[src/rtl/cmp_search.sv]
// cmp_search: sequential binary-search initiator for the magnitude comparator.
//
// Drives a trial operand on `guess` (comparator input a; the hidden target is on b),
// reads back the one-hot result (x: a>b, y: a<b, z: a==b) and narrows [lo, hi] each
// acked step until equality is reported. On success `found`/`done` are produced. If the
// responses are inconsistent, `fail` is pulsed instead.
//
// Ports:
//   clk, rst_n        clock, asynchronous active-low reset
//   start             begin a search (sampled only in IDLE)
//   guess, cmp_req    registered trial operand and its request strobe
//   cmp_ack           comparator result valid this cycle
//   res_x/y/z         comparator result (guess > / < / == target)
//   busy              search in progress
//   done, fail        one-cycle completion / abort pulses
//   found             last matched value, held until the next done
//   steps             acked comparisons in the current or last search
//
// Build option:
//   CMP_SEARCH_ONEHOT_CHECK_EN  when defined, any acked result that is not exactly
//                               one-hot aborts the search. Otherwise the result is
//                               priority-decoded z > x > y and only all-zero aborts.
//
// state | meaning
// IDLE  | waiting for start; busy=0, cmp_req=0
// REQ   | guess presented, waiting for cmp_ack; busy=1, cmp_req=1

module cmp_search #(
    parameter int W  = 4,
    parameter int SW = $clog2(W + 2)
) (
    input  logic          clk,
    input  logic          rst_n,
    input  logic          start,
    output logic [W-1:0]  guess,
    output logic          cmp_req,
    input  logic          cmp_ack,
    input  logic          res_x,
    input  logic          res_y,
    input  logic          res_z,
    output logic          busy,
    output logic          done,
    output logic          fail,
    output logic [W-1:0]  found,
    output logic [SW-1:0] steps
);

    typedef enum logic {
        IDLE = 1'b0,
        REQ  = 1'b1
    } state_t;

    localparam logic [W-1:0] ALL_ONES    = '1;
    localparam logic [W-1:0] FIRST_GUESS = ALL_ONES >> 1;

    state_t        state_q, state_d;
    logic [W-1:0]  lo_q, lo_d, hi_q, hi_d;
    logic [W-1:0]  guess_d, found_d;
    logic [SW-1:0] steps_d;
    logic          done_d, fail_d;
    logic [W-1:0]  guess_dn, guess_up;
    logic          hit_x, hit_y, hit_z;

    // Sum is formed at W+1 bits so lo+hi cannot wrap before the halving.
    function automatic logic [W-1:0] midpoint(input logic [W-1:0] a, input logic [W-1:0] b);
        return W'(({1'b0, a} + {1'b0, b}) >> 1);
    endfunction

    assign guess_dn = guess - W'(1);
    assign guess_up = guess + W'(1);

`ifdef CMP_SEARCH_ONEHOT_CHECK_EN
    logic onehot;
    // Odd parity excludes 0 and 2 bits set; the AND term excludes all three.
    assign onehot = (res_x ^ res_y ^ res_z) & ~(res_x & res_y & res_z);
    assign hit_z  = onehot & res_z;
    assign hit_x  = onehot & res_x;
    assign hit_y  = onehot & res_y;
`else
    assign hit_z  = res_z;
    assign hit_x  = ~res_z & res_x;
    assign hit_y  = ~res_z & ~res_x & res_y;
`endif

    assign busy    = (state_q == REQ);
    assign cmp_req = (state_q == REQ);

    always_comb begin
        state_d = state_q;
        lo_d    = lo_q;
        hi_d    = hi_q;
        guess_d = guess;
        found_d = found;
        steps_d = steps;
        done_d  = 1'b0;
        fail_d  = 1'b0;
        case (state_q)
            IDLE: begin
                if (start) begin
                    lo_d    = '0;
                    hi_d    = ALL_ONES;
                    guess_d = FIRST_GUESS;
                    steps_d = '0;
                    state_d = REQ;
                end
            end
            REQ: begin
                if (cmp_ack) begin
                    steps_d = steps + SW'(1);
                    state_d = IDLE;
                    if (hit_z) begin
                        found_d = guess;
                        done_d  = 1'b1;
                    end else if (hit_x) begin
                        // guess <= lo covers both guess==0 and guess-1 < lo.
                        if (guess <= lo_q) begin
                            fail_d = 1'b1;
                        end else begin
                            hi_d    = guess_dn;
                            guess_d = midpoint(lo_q, guess_dn);
                            state_d = REQ;
                        end
                    end else if (hit_y) begin
                        // guess >= hi covers both guess==max and guess+1 > hi.
                        if (guess >= hi_q) begin
                            fail_d = 1'b1;
                        end else begin
                            lo_d    = guess_up;
                            guess_d = midpoint(guess_up, hi_q);
                            state_d = REQ;
                        end
                    end else begin
                        fail_d = 1'b1;
                    end
                end
            end
            default: state_d = IDLE;
        endcase
    end

    always_ff @(posedge clk or negedge rst_n) begin
        if (!rst_n) begin
            state_q <= IDLE;
            lo_q    <= '0;
            hi_q    <= '0;
            guess   <= '0;
            found   <= '0;
            steps   <= '0;
            done    <= 1'b0;
            fail    <= 1'b0;
        end else begin
            state_q <= state_d;
            lo_q    <= lo_d;
            hi_q    <= hi_d;
            guess   <= guess_d;
            found   <= found_d;
            steps   <= steps_d;
            done    <= done_d;
            fail    <= fail_d;
        end
    end

endmodule

[config.mk]
export PLATFORM = sky130hd
export DESIGN_NAME = cmp_search
export DESIGN_NICKNAME = d
export VERILOG_FILES = /design/src/rtl/cmp_search.sv
export SDC_FILE = /design/constraint.sdc
export NUM_CORES = 1
export LEC_CHECK = 0
export BUFFER_PORTS_ARGS = -buffer_cell sky130_fd_sc_hd__buf_2
export CAP_MARGIN = 15
export CORE_UTILIZATION = 51
export DETAILED_ROUTE_END_ITERATION = 10
export PLACE_DENSITY = 0.75
export SETUP_SLACK_MARGIN = 0.2
export SLEW_MARGIN = 20
export SYNTH_ARGS = -nofsm -noshare
export SYNTH_HDL_FRONTEND = slang
export SYNTH_SLANG_ARGS = --single-unit
export TNS_END_PERCENT = 10
[constraint.sdc]
create_clock -name clk -period 2.25 [get_ports clk]
set_clock_uncertainty 0.15 [all_clocks]
set_input_delay 0.225 -clock clk [delete_from_list [all_inputs] [get_ports clk]]
set_output_delay 0.225 -clock clk [all_outputs]
set_load 0.02 [all_outputs]
==> results of run 1 <==
## power by group through the flow
stage | clock, mW | sequential (mW) | combinational, mW
detailed placement | 0 | 0.796 | 1.99
finish | 0.309 | 0.776 | 2.42
global placement | 0 | 0.783 | 1.92
CTS | 0.318 | 0.766 | 2.25
global route | 0.328 | 0.800 | 2.60
floorplan | 0 | 0.868 | 1.37
## worst min-delay path by stage
stage / endpoint / slack [ns] / from / depth (start not counted)
2_1_floorplan: busy / -0.22 / rst_n / 0
3_3_place_gp: done / 0.06 / rst_n / 1
3_5_place_dp: found[3] / 0.07 / rst_n / 1
4_1_cts: steps[0] / 0.06 / start / 2
5_1_grt: steps[0] / 0.08 / start / 2
6_report: steps[0] / 0.07 / start / 2
## area by class of cell
| cell class | instances | area (um2) | area share (%) |
|---|---|---|---|
| multi-input combinational | 109 | 1057 | 54.06 |
| clock inverter | 1 | 30.03 | 1.536 |
| clock buffer | 3 | 22.52 | 1.152 |
| sequential | 22 | 555.5 | 28.41 |
| inverter | 13 | 56.30 | 2.879 |
| tap | 31 | 38.79 | 1.983 |
| timing repair buffer | 31 | 195.2 | 9.981 |
## cells in the mapped netlist, types with 2 or more instances
library cell / n / area share, %
mux2i_1: 6 / 3.9
o21ai_0: 7 / 2.3
nor2_1: 6 / 1.5
o311a_1: 2 / 1.3
a21oi_1: 5 / 1.6
ha_1: 19 / 15
nand2_1: 14 / 3.4
xor2_1: 5 / 2.8
mux2_2: 3 / 2.2
nor3_1: 2 / 0.65
fa_1: 2 / 2.6
dfrtp_1: 22 / 36
nand2b_1: 2 / 0.81
nand3_1: 5 / 1.6
inv_1: 13 / 3.2
a21o_1: 5 / 2.4
mux2_4: 3 / 2.9
buf_2: 2 / 0.65
a211oi_1: 4 / 2.0
xnor2_1: 5 / 2.8
## state kept, by name, summed over array words and instances, names as in the netlist
name and cells:
done 1, lo_q 4, found 4, guess 4, busy 1, steps 3
fail 1, hi_q 4
## logic make-up (layout without fill, tap and decap cells)
| group | count (synthesis) | after routing | synth area share, % |
|---|---|---|---|
| and+or+nand+nor | 34 | 34 | 10.65 |
| xor gates and xnor gates | 10 | 10 | 5.691 |
| DFF | 22 | 22 | 35.77 |
| AOI/OAI and AO/OA | 32 | 32 | 15.69 |
| muxes | 12 | 12 | 9.024 |
| adders and majority gates | 21 | 21 | 18.05 |
| buffers and inverters | 19 | 48 | 5.122 |
## worst max-delay path, delay by kind of cell (launching register included)
family | cells | cell delay, ns
buffers and inverters | 2 | 0.12
AO/OA/AOI/OAI | 4 | 0.69
flip-flops | 1 | 0.52
adder cells (fa/ha/maj) | 2 | 0.69
## per-stage QoR
step,power [mW],area (um2)
after floorplan,2.237,1599
after global placement,2.698,1758
after CTS,3.331,1912
final,3.509,1956
after global routing,3.727,1956
after detailed placement,2.784,1758
## placed cells by master, fill, tap and decap left out, drive strengths merged, types with 2 or more instances in the layout
master,netlist,layout
nand3,5,5
xnor2,5,5
or2,3,3
nor2,6,6
o21ai,7,7
o311a,2,2
mux2i,6,6
ha,19,19
inv,13,13
nand2b,2,2
clkbuf,2,3
a21o,5,5
a211oi,5,5
dfrtp,22,22
buf,4,30
xor2,5,5
mux2,6,6
a21oi,5,5
fa,2,2
nand2,14,14
nor3,2,2
a22o,2,2
## timing repair
action	4_1_cts	5_1_grt
buffers inserted	3	0
setup endpoints to repair	12	13
hold buffers	1	0
endpoints found under the hold margin	22	0
pin swaps	13	7
resized for setup	10	8
## routing by layer
metal | GRT usage [%] | share of wire [%] | up-vias
li1 | - | - | 580
met4 | 11.50 | 1.9 | 0
met2 | 43.87 | 49 | 40
met1 | 33.82 | 44 | 630
met3 | 2.268 | 5.1 | 8
met5 | 0 | 0 | -
==> results.py, run 1 <==
metrics = {
    "floorplan": {
        "die_w_um": 56.93,
        "ios": 22,
        "die_h_um": 56.93,
        "rows": 19,
        "start_util_pct": 54.86,
        "coreArea_um2": 2805,
        "dieArea_um2": 3241,
    },
    "run_status": {
        "failed_checks": "DRC, setup timing",
        "status": "finished with violations",
    },
    "setup_path": {
        "crit_type": "reg -> reg",
        "cp_data_arrival_time_ns": 2.35,
        "cp-startpoint": "guess[1]",
        "critPathLaunchType": "flop",
        "critPathMaxFanout": 8,
        "cp-end-kind": "flop",
        "regToRegSetupSlack_ns": -0.02,
        "reg2reg_depth": 8,
        "crit_path_cell_trace": "inv_4 > ha_4 > inv_4 > fa_2 > a21o_1 > a211oi_2 > a211oi_1 > a22o_2",
        "reg2reg_to": "guess[3]",
        "required_ns": 2.33,
        "crit_path_frequent_cell": "inv_4",
        "cp_slowest_cell": "dfrtp_2",
        "r2r_start": "guess[1]",
        "crit_end": "guess[3]",
        "cpPeakStageDelay_ns": 0.52,
    },
    "clocking": {
        "cts_sinks": 22,
        "clk_latency_ns": 0.32,
        "cts_buffer_depth": 2,
        "cts_root_buffer": "clkbuf_4",
        "clk_pin_slew_worst_paths_ns": 0.14,
        "cts_tree": "done",
        "cts_max_level": 1,
        "cts_buffers": 3,
    },
    "global_route": {
        "antenna_found_initial": 0,
        "grt_max_degree": 23,
        "grt_pass1_vias": 1281,
        "grt-ovfl-total": 0,
        "grt_pass1_wl_um": 6348,
        "grtUsageTotal_pct": 25.86,
    },
    "placed_design": {
        "post-dp-hpwl_um": 2806,
        "pre_cts_ws_ns": 0.01697,
        "placed_cells": 202,
        "io_buffers": 21,
        "gp_congestion": 0.9008,
    },
    "timing": {
        "slew_violations": 0,
        "final-setup-viol-count": 1,
        "fin_crit_sh_pct": 101.0,
        "fin_worst_hold_slack_ns": 0.07302,
        "layout_setup_ws_ns": -0.02356,
        "fmax_mhz": 439.8,
        "hold_viol_final": 0,
        "worst_pin_slew_ns": 0.4991,
        "tns_ns": -0.02356,
        "relSlewSlack_pct": 66.72,
        "period_needed_ns": 2.274,
        "grt_setup_unrepaired": "true",
    },
    "drt": {
        "num_vias": 1258,
        "drt_iter0_drc": 75,
        "drt_pass1_iterations": 7,
        "wl_um": 3839,
        "drc": 4,
        "via_per_inst": 5.990,
        "drtAntennaViolNets": 0,
        "wl_per_cell_um": 18.28,
    },
    "logic_synthesis": {
        "syn_inst": 150,
        "yosysSeqAreaShare_pct": 35.77,
        "syn_area_um2": 1539,
        "ys_ff_latch": 22,
        "syn_nets": 178,
        "synth_warnings": 0,
        "synthArstFlopShare_pct": 100.0,
        "syn_avg_cell_area_um2": 10.26,
        "synth_cell_types": 38,
        "synth_edf_count": 0,
        "ys.flop_type": "dfrtp_1",
    },
    "final_layout": {
        "area_growth_pct": 27.07,
        "drive_gt1_share_pct": 40.78,
        "fin_util_pct": 69.71,
        "finalNetCount": 208,
        "nFillCells": 208,
        "n_antenna_cell": 0,
        "finalNonFillerCells": 210,
    },
    "power": {
        "p_sw_share_pct": 46.11,
        "combPwrFrac_pct": 69.1,
        "power.switching_mw": 1.618,
        "vdd_drop_max_v": 0.001151,
        "seq_power_share_pct": 22.1,
        "cellPowerDensity_nw_per_um2": 1794,
        "p_leak_nw": 0.9776,
        "p_int_mw": 1.891,
        "pwr-share-clk_pct": 8.8,
    },
    "hold_path": {
        "hold_class": "in -> reg",
    },
    "run": {
        "max_cap_viol_count": 0,
    },
}
Note: power is estimated with default switching activity, not from simulation.
==> run 2, diff against run 1 <==
Settings changed: CORE_UTILIZATION 51 to 31, PLACE_DENSITY 0.75 to 0.51.
==> run 2 against run 1 <==
  * Combinational power up 7%
  * Routed wire length rose by 8.2%
  * Worst setup slack better by 0.089 ns
  * Power rose by 3.5%
  * Via count grew 1.2%
  * Sequential share of layout area decreased by 2.1 points
  * Highest routed layer unchanged
  * Clock-buffer cell count is 1 higher
  * Register-to-register slack better by 0.09 ns
  * The flow now finishes without violations
  * Die area up 62%
==> results.py, run 2 (same netlist as run 1, synthesis figures left out) <==
metrics = {
    "timing": {
        "slew_violations": 0,
        "fin_crit_sh_pct": 97.08,
        "hold_viol_final": 0,
        "final-setup-viol-count": 0,
        "relSlewSlack_pct": 63.20,
        "grt_setup_unrepaired": "true",
        "worst_pin_slew_ns": 0.5519,
        "period_needed_ns": 2.184,
        "fmax_mhz": 457.8,
        "layout_setup_ws_ns": 0.06560,
    },
    "clocking": {
        "cts_buffers": 3,
        "clk_pin_slew_worst_paths_ns": 0.09,
        "clk_latency_ns": 0.27,
        "cts_buffer_depth": 2,
        "cts_root_buffer": "clkbuf_8",
        "cts_sinks": 22,
        "cts_tree": "done",
        "cts_max_level": 1,
    },
    "hold_path": {
        "whs_path_depth": 2,
        "hold_class": "in -> reg",
    },
    "drt": {
        "drt_pass1_iterations": 4,
        "via_per_inst": 4.973,
        "drc": 0,
        "wl_per_cell_um": 16.22,
        "drt_iter0_drc": 43,
        "drtAntennaViolNets": 0,
        "num_vias": 1273,
        "wl_um": 4153,
    },
    "run": {
        "max_cap_viol_count": 0,
    },
    "final_layout": {
        "most-common-layout-cells": "21 x buf_2, 18 x dfrtp_1, 17 x buf_4",
        "n_antenna_cell": 0,
        "layout_commonest_cell": "buf_2",
        "finalNonFillerCells": 256,
        "area_growth_pct": 37.07,
        "finalNetCount": 218,
        "fin_util_pct": 44.37,
        "stdcell_area_um2": 2110,
        "drive_gt1_share_pct": 45.50,
    },
    "floorplan": {
        "ios": 22,
        "coreArea_um2": 4755,
        "dieArea_um2": 5250,
        "die_h_um": 72.46,
        "rows": 25,
        "die_w_um": 72.46,
        "start_util_pct": 32.37,
    },
    "placed_design": {
        "placed_cells": 244,
        "dpl_cell_area_um2": 1848,
        "gp_congestion": 0.8680,
        "io_buffers": 21,
        "pre_cts_ws_ns": -0.02306,
        "post-dp-hpwl_um": 3004,
    },
    "setup_path": {
        "cp_data_arrival_time_ns": 2.20,
        "required_ns": 2.26,
        "reg2reg_depth": 8,
        "critPathMaxFanout": 6,
        "cp-end-kind": "flop",
        "critPathLaunchType": "flop",
        "crit_type": "reg -> reg",
    },
    "global_route": {
        "grt-ovfl-total": 0,
        "grt_pass1_wl_um": 6872,
        "grt_max_degree": 23,
        "antenna_found_initial": 0,
        "grtUsageTotal_pct": 17.92,
        "grt_pass1_vias": 1296,
    },
    "power": {
        "vdd_drop_max_v": 0.0005934,
        "p_leak_nw": 1.016,
        "cellPowerDensity_nw_per_um2": 1721,
        "total_power_mw": 3.631,
    },
    "run_status": {
        "status": "completed",
    },
}
==> run 2: cell count changes in the layout (fill, tap and decap cells not counted), moves of 2 or more <==
| cell | before | now |
|---|---|---|
| buf_4 | 8 | 17 |
| clkbuf_8 | 0 | 4 |
| buf_6 | 0 | 2 |
| ha_4 | 5 | 7 |
| clkbuf_4 | 3 | 0 |
| ha_1 | 13 | 11 |
==> run 2: layout make-up <==
cell class              count  area [um2]
flip-flops and latches     22       555.5
inverters                  13       53.80
well taps                  67       83.83
multi-input cells         109        1096
clock buffers               4       55.05
repair buffers             41       265.3
fillers                   490        2645
==> run 2: final timing paths <==
kind | start | end | slack (ns)
max in group asynchronous | rst_n | guess[0] | 1.23
hold / removal | start | steps[0] | 0.11
setup reg to reg | guess[0] | guess[3] | 0.07
hold reg to reg | found[0] | found[0] | 0.33
min in group asynchronous | rst_n | done | 0.32
setup / recovery | guess[0] | guess[3] | 0.07
==> run 2: what timing repair did <==
| item | in CTS | in global routing |
|---|---|---|
| buffers inserted | 7 | 0 |
| hold buffers | 1 | 0 |
| gates resized for setup | 22 | 3 |
| pin swaps | 12 | 1 |
| endpoints found under the hold margin | 22 | 0 |
| setup endpoints to repair | 12 | 14 |
==> run 2: critical path, stage by stage, from the launching register on <==
cell and delay [ns]:
dfrtp_2 0.49, inv_4 0.07, ha_4 0.31, inv_4 0.05
fa_2 0.37, a21o_1 0.18, a211oi_2 0.17, a211oi_1 0.07
a22o_2 0.22
==> run 2: routing by layer <==
layer / up-vias / global-route usage, % / routed length [um]
met3: 10 / 3.611 / 145
met5: - / 0 / 0
met4: 0 / 6.754 / 117
met2: 34 / 28.66 / 1893
met1: 628 / 23.85 / 1997
li1: 601 / - / -
==> run 2: metrics by stage <==
step | hold WS, ns | TNS, ns
2_1_floorplan | -0.2206 | 0
3_3_place_gp | 0.08503 | -0.04474
3_5_place_dp | 0.09214 | -0.04456
4_1_cts | 0.09788 | 0
5_1_grt | 0.1191 | -0.005067
6_report | 0.1078 | 0
==> run 2: power by group <==
group          total [mW]  switching (mW)  internal (mW)
sequential          0.749           0.182          0.568
clock               0.299           0.142          0.157
combinational        2.58            1.33           1.25
